**src/rtl/sdm_pkg.sv**
```systemverilog
// Shared constants and arithmetic helpers for the multi-channel sigma-delta modulator.
package sdm_pkg;

  localparam int ORDER_1 = 1;
  localparam int ORDER_2 = 2;

  // Wide scratch type so saturate() serves any integrator width up to 64 bits.
  localparam int WIDE_W = 64;
  typedef logic signed [WIDE_W-1:0] wide_t;

  function automatic int integ_w(input int data_w);
    return data_w + 3;
  endfunction

  // Clamp v into the signed range of a w-bit register.
  function automatic wide_t saturate(input wide_t v, input int w);
    wide_t hi;
    wide_t lo;
    hi = (wide_t'(1) <<< (w - 1)) - wide_t'(1);
    lo = -(wide_t'(1) <<< (w - 1));
    if (v > hi) return hi;
    if (v < lo) return lo;
    return v;
  endfunction

endpackage

```
**src/rtl/sdm_channel.sv**
```systemverilog
// One modulator channel: hold register, first/second-order saturating integrators
// and the registered 1-bit output.
module sdm_channel
  import sdm_pkg::*;
#(
  parameter int DATA_W = 16,
  parameter int ORDER  = 1
) (
  input  logic                     clk,
  input  logic                     rst,
  input  logic                     tick,
  input  logic                     load,
  input  logic signed [DATA_W-1:0] din,
  output logic                     dout
);

  localparam int    IW = integ_w(DATA_W);
  localparam wide_t FS = wide_t'(1) <<< (DATA_W - 1);

  logic signed [DATA_W-1:0] hold_q, hold_d, x;
  logic signed [IW-1:0]     i1_q, i1_d, i2_q, i2_d;
  logic                     dout_q, dout_d, bit_now;
  wide_t                    fb;

  always_comb begin
    // NOTE: every signal gets a default first so no path leaves it unassigned (no latch).
    hold_d = hold_q;
    i1_d   = i1_q;
    i2_d   = i2_q;
    dout_d = dout_q;
    // A vector loaded on this tick is already the one being modulated.
    x       = load ? din : hold_q;
    bit_now = (ORDER == ORDER_2) ? ~i2_q[IW-1] : ~i1_q[IW-1];
    fb      = bit_now ? FS : -FS;
    if (load) hold_d = din;
    if (tick) begin
      dout_d = bit_now;
      i1_d   = IW'(saturate(wide_t'(i1_q) + wide_t'(x) - fb, IW));
      if (ORDER == ORDER_2)
        i2_d = IW'(saturate(wide_t'(i2_q) + wide_t'(i1_q) - fb, IW));
    end
  end

  always_ff @(posedge clk) begin
    // NOTE: non-blocking assignments so every flop samples pre-edge values.
    if (rst) begin
      hold_q <= '0;
      i1_q   <= '0;
      i2_q   <= '0;
      dout_q <= 1'b0;
    end else begin
      hold_q <= hold_d;
      i1_q   <= i1_d;
      i2_q   <= i2_d;
      dout_q <= dout_d;
    end
  end

  assign dout = dout_q;

endmodule

```
**src/rtl/sdm_multi_mod.sv**
```systemverilog
// Multi-channel sigma-delta modulator: shared prescaler and single-slot input
// handshake feeding CHANNELS independent sdm_channel instances.
module sdm_multi_mod
  import sdm_pkg::*;
#(
  parameter int DATA_W   = 16,
  parameter int CHANNELS = 2,
  parameter int ORDER    = 1,
  parameter int DIV      = 4
) (
  input  logic                       clk,
  input  logic                       rst,
  input  logic                       s_valid,
  output logic                       s_ready,
  input  logic [CHANNELS*DATA_W-1:0] s_data,
  output logic                       tick,
  output logic [CHANNELS-1:0]        dout
);

  if (!(ORDER == ORDER_1 || ORDER == ORDER_2) || DIV < 1) begin : g_bad_param
    $error("sdm_multi_mod: ORDER must be 1 or 2 and DIV must be >= 1");
  end

  localparam int CW = (DIV > 1) ? $clog2(DIV) : 1;

  logic [CW-1:0]              cnt_q, cnt_d;
  logic                       tick_q, tick_d;
  logic                       pend_q, pend_d;
  logic [CHANNELS*DATA_W-1:0] pend_data_q, pend_data_d;
  logic                       load;

  always_comb begin
    cnt_d       = (cnt_q == CW'(DIV - 1)) ? '0 : cnt_q + 1'b1;
    // tick is registered so it is high exactly while the count sits at DIV-1.
    tick_d      = (cnt_d == CW'(DIV - 1));
    load        = tick_q & pend_q;
    pend_d      = pend_q;
    pend_data_d = pend_data_q;
    if (load) pend_d = 1'b0;
    // A transfer needs pend_q clear, so it can never collide with a load.
    if (s_valid && !pend_q) begin
      pend_d      = 1'b1;
      pend_data_d = s_data;
    end
  end

  always_ff @(posedge clk) begin
    if (rst) begin
      cnt_q       <= '0;
      tick_q      <= 1'b0;
      pend_q      <= 1'b0;
      pend_data_q <= '0;
    end else begin
      cnt_q       <= cnt_d;
      tick_q      <= tick_d;
      pend_q      <= pend_d;
      pend_data_q <= pend_data_d;
    end
  end

  assign s_ready = ~pend_q;
  assign tick    = tick_q;

  for (genvar k = 0; k < CHANNELS; k++) begin : g_ch
    sdm_channel #(
      .DATA_W(DATA_W),
      .ORDER (ORDER)
    ) u_ch (
      .clk (clk),
      .rst (rst),
      .tick(tick_q),
      .load(load),
      .din (pend_data_q[k*DATA_W +: DATA_W]),
      .dout(dout[k])
    );
  end

endmodule

```
**config.mk**
```make
export PLATFORM = sky130hd
export DESIGN_NAME = sdm_multi_mod
export DESIGN_NICKNAME = d
export VERILOG_FILES = /design/src/rtl/sdm_pkg.sv /design/src/rtl/sdm_channel.sv /design/src/rtl/sdm_multi_mod.sv
export SDC_FILE = /design/constraint.sdc
export NUM_CORES = 1
export LEC_CHECK = 0
export CORE_MARGIN = 5
export CORE_UTILIZATION = 30
export CTS_BUF_LIST = sky130_fd_sc_hd__clkbuf_2 sky130_fd_sc_hd__clkbuf_4 sky130_fd_sc_hd__clkbuf_8
export CTS_CLUSTER_SIZE = 24
export DETAILED_ROUTE_END_ITERATION = 7
export MAX_ROUTING_LAYER = met4
export PLACE_DENSITY = 0.53
export SLEW_MARGIN = 20
export SYNTH_ARGS = -nofsm -noshare
export SYNTH_HDL_FRONTEND = slang
export SYNTH_SLANG_ARGS = --single-unit
```
**constraint.sdc**
```tcl
create_clock -name clk -period 13.25 [get_ports clk]
set_input_delay 2.65 -clock clk [delete_from_list [all_inputs] [get_ports clk]]
set_output_delay 2.65 -clock clk [all_outputs]
set_load 0.1 [all_outputs]
```
Word-level counts from Yosys, hierarchy flattened. Index checks and enable logic that the tools add are counted.

Register bits: 108. Bits in latches: 0. Memory bits (writable): 0. Memory bits (read-only): 0. Bits of input ports: 35. Output and inout port bits: 4. Logic and storage cells: 53. Memories: 0.

Add/sub/neg operators: 5. Multipliers: 0. Divide/modulo/power cells: 0. Order comparisons: 4. Eq/ne operators: 2. Shift-type cells: 0. Mux-type cells: 25. Bitwise logic cells: 4. Reduce and logical (&&, ||, !) cells: 3.

Operator list (number): $mux 19 (8); $gt 64x19->1 const B (2); $lt 64x19->1 const B (2); $mux 64 (2); $sub 20x64->64 (2); $add 19x16->20 (2); $mux 16 (2); $mux 1 (12); $eq 2x2->1 const B (2); $not 1->1 (3); $add 2x1->2 const B (1); $mux 2 (1); $reduce_bool 2->1 (1); $and 1x1->1 (1); $logic_and 1x1->1 (1); $logic_not 1->1 (1).

Depth between registers and ports, before layout.
Depth in word-level cells: 11. Mapped depth: 23.

By module. From an unflattened synthesis, not the netlist that was laid out.

Cells, all modules: 963. Area total of the unflattened synthesis: 8488.1 um^2.

Modules (own cells, without submodules): sdm_channel (g_ch[0].u_ch) (times used 1, cells an instance 404, area an instance 3512.1 um^2, seq. area each 720.7 um^2); sdm_channel (g_ch[1].u_ch) (times used 1, cells an instance 400, area an instance 3373.2 um^2, seq. area each 720.7 um^2); sdm_multi_mod (times used 1, cells an instance 159, area an instance 1602.8 um^2, seq. area each 720.7 um^2).

Least setup slack after synthesis. No wires, ideal clock.

Path type: flip-flop to flip-flop. Start: register tick_q (netlist: tick). End: register g_ch[1].u_ch.i1_q[13]. Setup time: 0.140 ns. Arrival time: 5.228 ns. Data required time: 13.110 ns. Setup slack: 7.882 ns. Cell stages (with the launch flop): 21. Buffers on the path: 2. Period minus slack after synthesis: 5.368 ns. Cells stage by stage: dfxtp_1 nand2_4 buf_1 clkbuf_1 mux2i_1 ha_1 inv_1 ha_1 nor2b_1 o31ai_2 a21oi_1 a211o_1 a21o_1 a21o_1 ha_1 nor2b_1 a21oi_1 a2bb2oi_1 nand4b_2 nor2_2 nor4b_2.

Cells in the longest elaborated chain, start to end: 10. Elaborated cells on any way between the ends: 14.

Ends and longest elaborated chain: start, declared (RTL line sdm_multi_mod.sv:27) `logic tick_q, tick_d;`; start signal, assigned (RTL line sdm_multi_mod.sv:55) `tick_q <= tick_d;`; $and 1x1->1 (RTL line sdm_multi_mod.sv:36) `load = tick_q & pend_q;`; $mux 16; $add 19x16->20 (RTL line sdm_channel.sv:38) `i1_d = IW'(saturate(wide_t'(i1_q) + wide_t'(x) - fb, IW));`; $sub 20x64->64 (RTL line sdm_channel.sv:38); $lt 64x19->1 (RTL line sdm_pkg.sv:22) `if (v < lo) return lo;`; $mux 1 (2 in a row) (RTL line sdm_pkg.sv:22); $mux 1 (RTL line sdm_channel.sv:36) `if (tick) begin`; $mux 19 (RTL line sdm_pkg.sv:23) `return v;`; $mux 19 (RTL line sdm_pkg.sv:22); end signal, assigned (RTL line sdm_channel.sv:53) `i1_q <= i1_d;`; end, declared (RTL line sdm_channel.sv:21) `logic signed [IW-1:0] i1_q, i1_d, i2_q, i2_d;`.

Parallel ways exist; a longest one is shown, timed or not. The select of a mux whose other input is x is not followed. A chain may end at the register's enable or synchronous reset.

Worst setup path after layout. Ends and elaborated chain as after synthesis.

==> impl_metrics.xml <==
<?xml version="1.0" encoding="UTF-8"?>
<metrics>
  <group name="final_layout">
    <metric name="fin_nets" unit="">958</metric>
    <metric name="syn_to_final_growth" unit="%">11.4</metric>
    <metric name="share_of_layout_cells_above_drive_strength_1" unit="">0.0633</metric>
    <metric name="antenna_cells" unit="">0</metric>
    <metric name="finalNonFillerCells" unit="">1138</metric>
  </group>
  <group name="pwr">
    <metric name="power-per-cell-area" unit="mW/mm^2">129</metric>
    <metric name="p_total" unit="uW">977</metric>
    <metric name="vdd_ir_drop_max" unit="mV">0.0529</metric>
    <metric name="cellLeakagePower" unit="uW">0.00341</metric>
  </group>
  <group name="route">
    <metric name="met3_wl_post_dr" unit="um">397</metric>
    <metric name="met2RoutedLength" unit="mm">7.45</metric>
    <metric name="number_of_drc_violations_after_detailed_routing_iteration_0" unit="">197</metric>
    <metric name="finalWirelength" unit="mm">15.6</metric>
    <metric name="drc_errors" unit="">0</metric>
    <metric name="number_of_iterations_in_the_first_detailed_routing_pass" unit="">4</metric>
    <metric name="routedWlPerCell" unit="um">13.7</metric>
    <metric name="wl_met1" unit="mm">7.57</metric>
    <metric name="topRoutingLayerUsed" unit="">met4</metric>
    <metric name="route.detailed.vias_per_inst" unit="">4.79</metric>
    <metric name="total_number_of_vias" unit="">5450</metric>
    <metric name="antenna_violating_nets_post_route" unit="">0</metric>
  </group>
  <group name="critical_path">
    <metric name="crit_path_max_incr_delay" unit="ns">0.45</metric>
    <metric name="timing.setup.critical_path_class" unit="">register to register</metric>
    <metric name="crit_path_start" unit="">tick</metric>
    <metric name="cpMostUsedCell" unit="">sky130_fd_sc_hd__ha_1</metric>
    <metric name="crit_path_end_kind" unit="">register</metric>
    <metric name="critPathRequiredTime" unit="ns">13.51</metric>
    <metric name="r2r_start" unit="">tick</metric>
    <metric name="cp-start-kind" unit="">register</metric>
    <metric name="worst-endpoint-arrival" unit="ns">5.45</metric>
    <metric name="critPathMaxFanout" unit="">31</metric>
    <metric name="critical_path.cell_chain" unit="">buf_4 -&gt; nand2_4 -&gt; mux2i_1 -&gt; ha_1 -&gt; inv_1 -&gt; ha_1 -&gt; nor2b_1 -&gt; o31ai_2 -&gt; a21oi_1 -&gt; a211o_1 -&gt; a21o_1 -&gt; a21o_1 -&gt; ha_1 -&gt; nor2b_1 -&gt; a21oi_1 -&gt; a2bb2oi_1 -&gt; nand4b_2 -&gt; nor2_2 -&gt; nor4b_2</metric>
    <metric name="timing.critical_path.slowest_stage_cell" unit="">sky130_fd_sc_hd__nor2_2</metric>
  </group>
  <group name="timing">
    <metric name="part_of_the_cycle_the_worst_path_needs" unit="">0.392</metric>
    <metric name="grt_setup_unrepaired" unit="">no</metric>
    <metric name="drv_slew" unit="">0</metric>
    <metric name="final.setup_skew" unit="ns">0.0133</metric>
    <metric name="worstMarginPinSlew" unit="ns">1.00</metric>
    <metric name="clock.fmax" unit="MHz">193</metric>
    <metric name="hold_viol" unit="">0</metric>
    <metric name="final_critical_path_time_including_i_o_delays_and_setup" unit="ns">5.19</metric>
    <metric name="timing.max_slew.rel_slack" unit="">0.329</metric>
    <metric name="finalSetupViolations" unit="">0</metric>
    <metric name="final.setup.tns" unit="ns">0</metric>
  </group>
  <group name="logic_synthesis">
    <metric name="synth.area.mux_share" unit="">0.0592</metric>
    <metric name="synth_enable_flop_cells" unit="">0</metric>
    <metric name="yosys_warnings" unit="">0</metric>
    <metric name="syn_inst" unit="">835</metric>
    <metric name="synth_seq_cells" unit="">108</metric>
    <metric name="synth_xor_area_frac" unit="">0.0358</metric>
    <metric name="synth_top_family_by_area" unit="">compound AO/OA/AOI/OAI gates</metric>
    <metric name="synth-compound-area-share" unit="">0.187</metric>
    <metric name="asyncSetResetFlopFracSynth" unit="">0</metric>
    <metric name="synth_top_flop_cell" unit="">sky130_fd_sc_hd__dfxtp_1</metric>
    <metric name="synth.cell_area" unit="mm^2">0.00681</metric>
    <metric name="synth.lib_cells_used.distinct" unit="">74</metric>
    <metric name="synthAdderAreaFrac" unit="">0.140</metric>
    <metric name="avgSynthCellArea" unit="um^2">8.16</metric>
    <metric name="synth_simple_gate_area_frac" unit="">0.181</metric>
    <metric name="ys_seq_area_frac" unit="">0.317</metric>
    <metric name="synthesis.nets" unit="">944</metric>
  </group>
  <group name="cts">
    <metric name="clock_tree.buffer_depth" unit="">2</metric>
    <metric name="cts_hold_buf" unit="">0</metric>
    <metric name="post-cts-setup-buffers" unit="">0</metric>
    <metric name="tritoncts_clock_tree" unit="">done</metric>
    <metric name="clock_tree.htree_level_count" unit="">3</metric>
    <metric name="cts-root-buf" unit="">sky130_fd_sc_hd__clkbuf_8</metric>
    <metric name="cts-resized-gates" unit="">0</metric>
    <metric name="clk_pin_slew_worst_paths" unit="ns">0.11</metric>
    <metric name="clk_latency" unit="ns">0.40</metric>
    <metric name="cts_buffers" unit="">9</metric>
    <metric name="cts.sinks" unit="">108</metric>
  </group>
  <group name="floorplanning">
    <metric name="floorplan.die.height" unit="um">161</metric>
    <metric name="core.rowCount" unit="">55</metric>
    <metric name="initial_core_util" unit="">0.303</metric>
    <metric name="die_area" unit="mm^2">0.0258</metric>
    <metric name="floorplan.die.width" unit="um">161</metric>
    <metric name="floorplan.core_area" unit="mm^2">0.0225</metric>
    <metric name="pin_count" unit="">39</metric>
  </group>
  <group name="placed_design">
    <metric name="numPlacedInstances" unit="">1123</metric>
    <metric name="globalplace.congestion" unit="">0.813</metric>
    <metric name="dp.final_hpwl" unit="mm">11.5</metric>
    <metric name="port_buffers" unit="">38</metric>
  </group>
  <group name="grt">
    <metric name="first_pass_grt_wire_length" unit="mm">25.8</metric>
    <metric name="antenna_found_initial" unit="">0</metric>
    <metric name="overflow_left_after_global_routing" unit="">0</metric>
    <metric name="pin_count_of_the_biggest_net_entering_global_routing" unit="">58</metric>
    <metric name="grt_pass1_vias" unit="">5260</metric>
    <metric name="grt_util_all_layers" unit="">0.125</metric>
  </group>
  <group name="hold_path">
    <metric name="holdCritPathClass" unit="">register to register</metric>
    <metric name="hold_path_startpoint" unit="">pend_data_q[12]</metric>
  </group>
  <group name="flow_run">
    <metric name="drv.max_cap_violation_count" unit="">0</metric>
  </group>
  <group name="status">
    <metric name="result_of_the_run" unit="">finished clean</metric>
  </group>
</metrics>
[per-stage QoR]
| stage | worst slack [ns] | util | hold slack [ns] | instance area, um^2 |
|---|---|---|---|---|
| CTS | 8.02 | 0.337 | 0.465 | 7590 |
| floorplan | 7.88 | - | 0.428 | 6810 |
| global route | 7.66 | 0.337 | 0.485 | 7590 |
| global placement | 8.13 | 0.329 | 0.445 | 7410 |
| detailed placement | 8.03 | 0.329 | 0.450 | 7410 |
| finish | 8.06 | 0.337 | 0.463 | 7590 |
[cells in the final DEF (no fill, tap or decap), types with 11 or more instances in the layout]
cell                              instances
sky130_fd_sc_hd__a211oi_1                18
sky130_fd_sc_hd__nor3_1                  20
sky130_fd_sc_hd__a21oi_1                 65
sky130_fd_sc_hd__nand2_1                 96
sky130_fd_sc_hd__ha_1                    70
sky130_fd_sc_hd__inv_1                   98
sky130_fd_sc_hd__xnor2_1                 14
sky130_fd_sc_hd__clkdlybuf4s50_1         37
sky130_fd_sc_hd__dfxtp_1                107
sky130_fd_sc_hd__xor2_1                  12
sky130_fd_sc_hd__nor2_1                  87
sky130_fd_sc_hd__a21o_1                  17
sky130_fd_sc_hd__nand2b_1                11
sky130_fd_sc_hd__o21ai_0                 21
sky130_fd_sc_hd__mux2i_1                 29
[cell type report]
type / count / area [um^2]
clock buffer: 9 / 124
timing repair buffer: 43 / 415
clock inverter: 6 / 50.0
inverter: 98 / 368
sequential: 108 / 2160
fill: 2400 / 14900
tap: 285 / 357
multi-input combinational: 589 / 4110
[report_power, final]
part,internal (uW),switching [uW]
Combinational,177,250
Sequential,343,12.4
Clock,69.8,123
Total,591,386
[state kept, by name, summed over array words and instances, names as in the netlist]
| name | flops |
|---|---|
| g_ch.u_ch.i1_q | 38 |
| g_ch.u_ch.hold_q | 32 |
| pend_data_q | 32 |
| cnt_q | 2 |
| g_ch.u_ch.dout | 2 |
| pend_q | 1 |
| tick | 1 |
[worst max-delay path: cells and delay by family (launching register included)]
family	cells	cell delay (ns)
AO/OA/AOI/OAI	7	1.49
adder cells (fa/ha/maj)	3	0.94
buffers and inverters	2	0.33
flip-flops	1	0.32
multiplexers	1	0.25
AND/OR/NAND/NOR	6	1.70
[logic make-up after synthesis]
kind of cell / Yosys count
compound gates: 184
xor+xnor: 27
fa+ha+maj: 74
buf+inv: 138
flops: 108
mux: 36
simple gates: 268
[synthesized netlist by cell type (9+ instances only)]
library cell | n | area, um^2
sky130_fd_sc_hd__dfxtp_1 | 108 | 2160
sky130_fd_sc_hd__inv_1 | 98 | 368
sky130_fd_sc_hd__nand2_1 | 96 | 360
sky130_fd_sc_hd__nor2_1 | 87 | 327
sky130_fd_sc_hd__ha_1 | 70 | 876
sky130_fd_sc_hd__a21oi_1 | 65 | 325
sky130_fd_sc_hd__clkbuf_1 | 31 | 116
sky130_fd_sc_hd__mux2i_1 | 29 | 290
sky130_fd_sc_hd__o21ai_0 | 21 | 105
sky130_fd_sc_hd__nor3_1 | 20 | 100
sky130_fd_sc_hd__a211oi_1 | 18 | 135
sky130_fd_sc_hd__a21o_1 | 17 | 128
sky130_fd_sc_hd__xnor2_1 | 14 | 123
sky130_fd_sc_hd__xor2_1 | 12 | 105
sky130_fd_sc_hd__nand2b_1 | 11 | 68.8
sky130_fd_sc_hd__nand3_1 | 9 | 45.0
[per-layer routing]
layer | track usage | vias up
met4 | 0.0254 | 0
met1 | 0.154 | 2528
met2 | 0.209 | 43
met5 | - | -
met3 | 0.0290 | 16
li1 | - | 2863
[path summary, 6_finish.rpt]
path                                 to  slack [ns]  cells past startpoint
hold / removal          pend_data_q[12]        0.46                      2
hold reg to reg         pend_data_q[12]        0.46                      2
setup reg to reg  g_ch[1].u_ch.i1_q[13]        8.06                     19
setup / recovery  g_ch[1].u_ch.i1_q[13]        8.06                     19
Note: power is estimated with default switching activity, not from simulation.
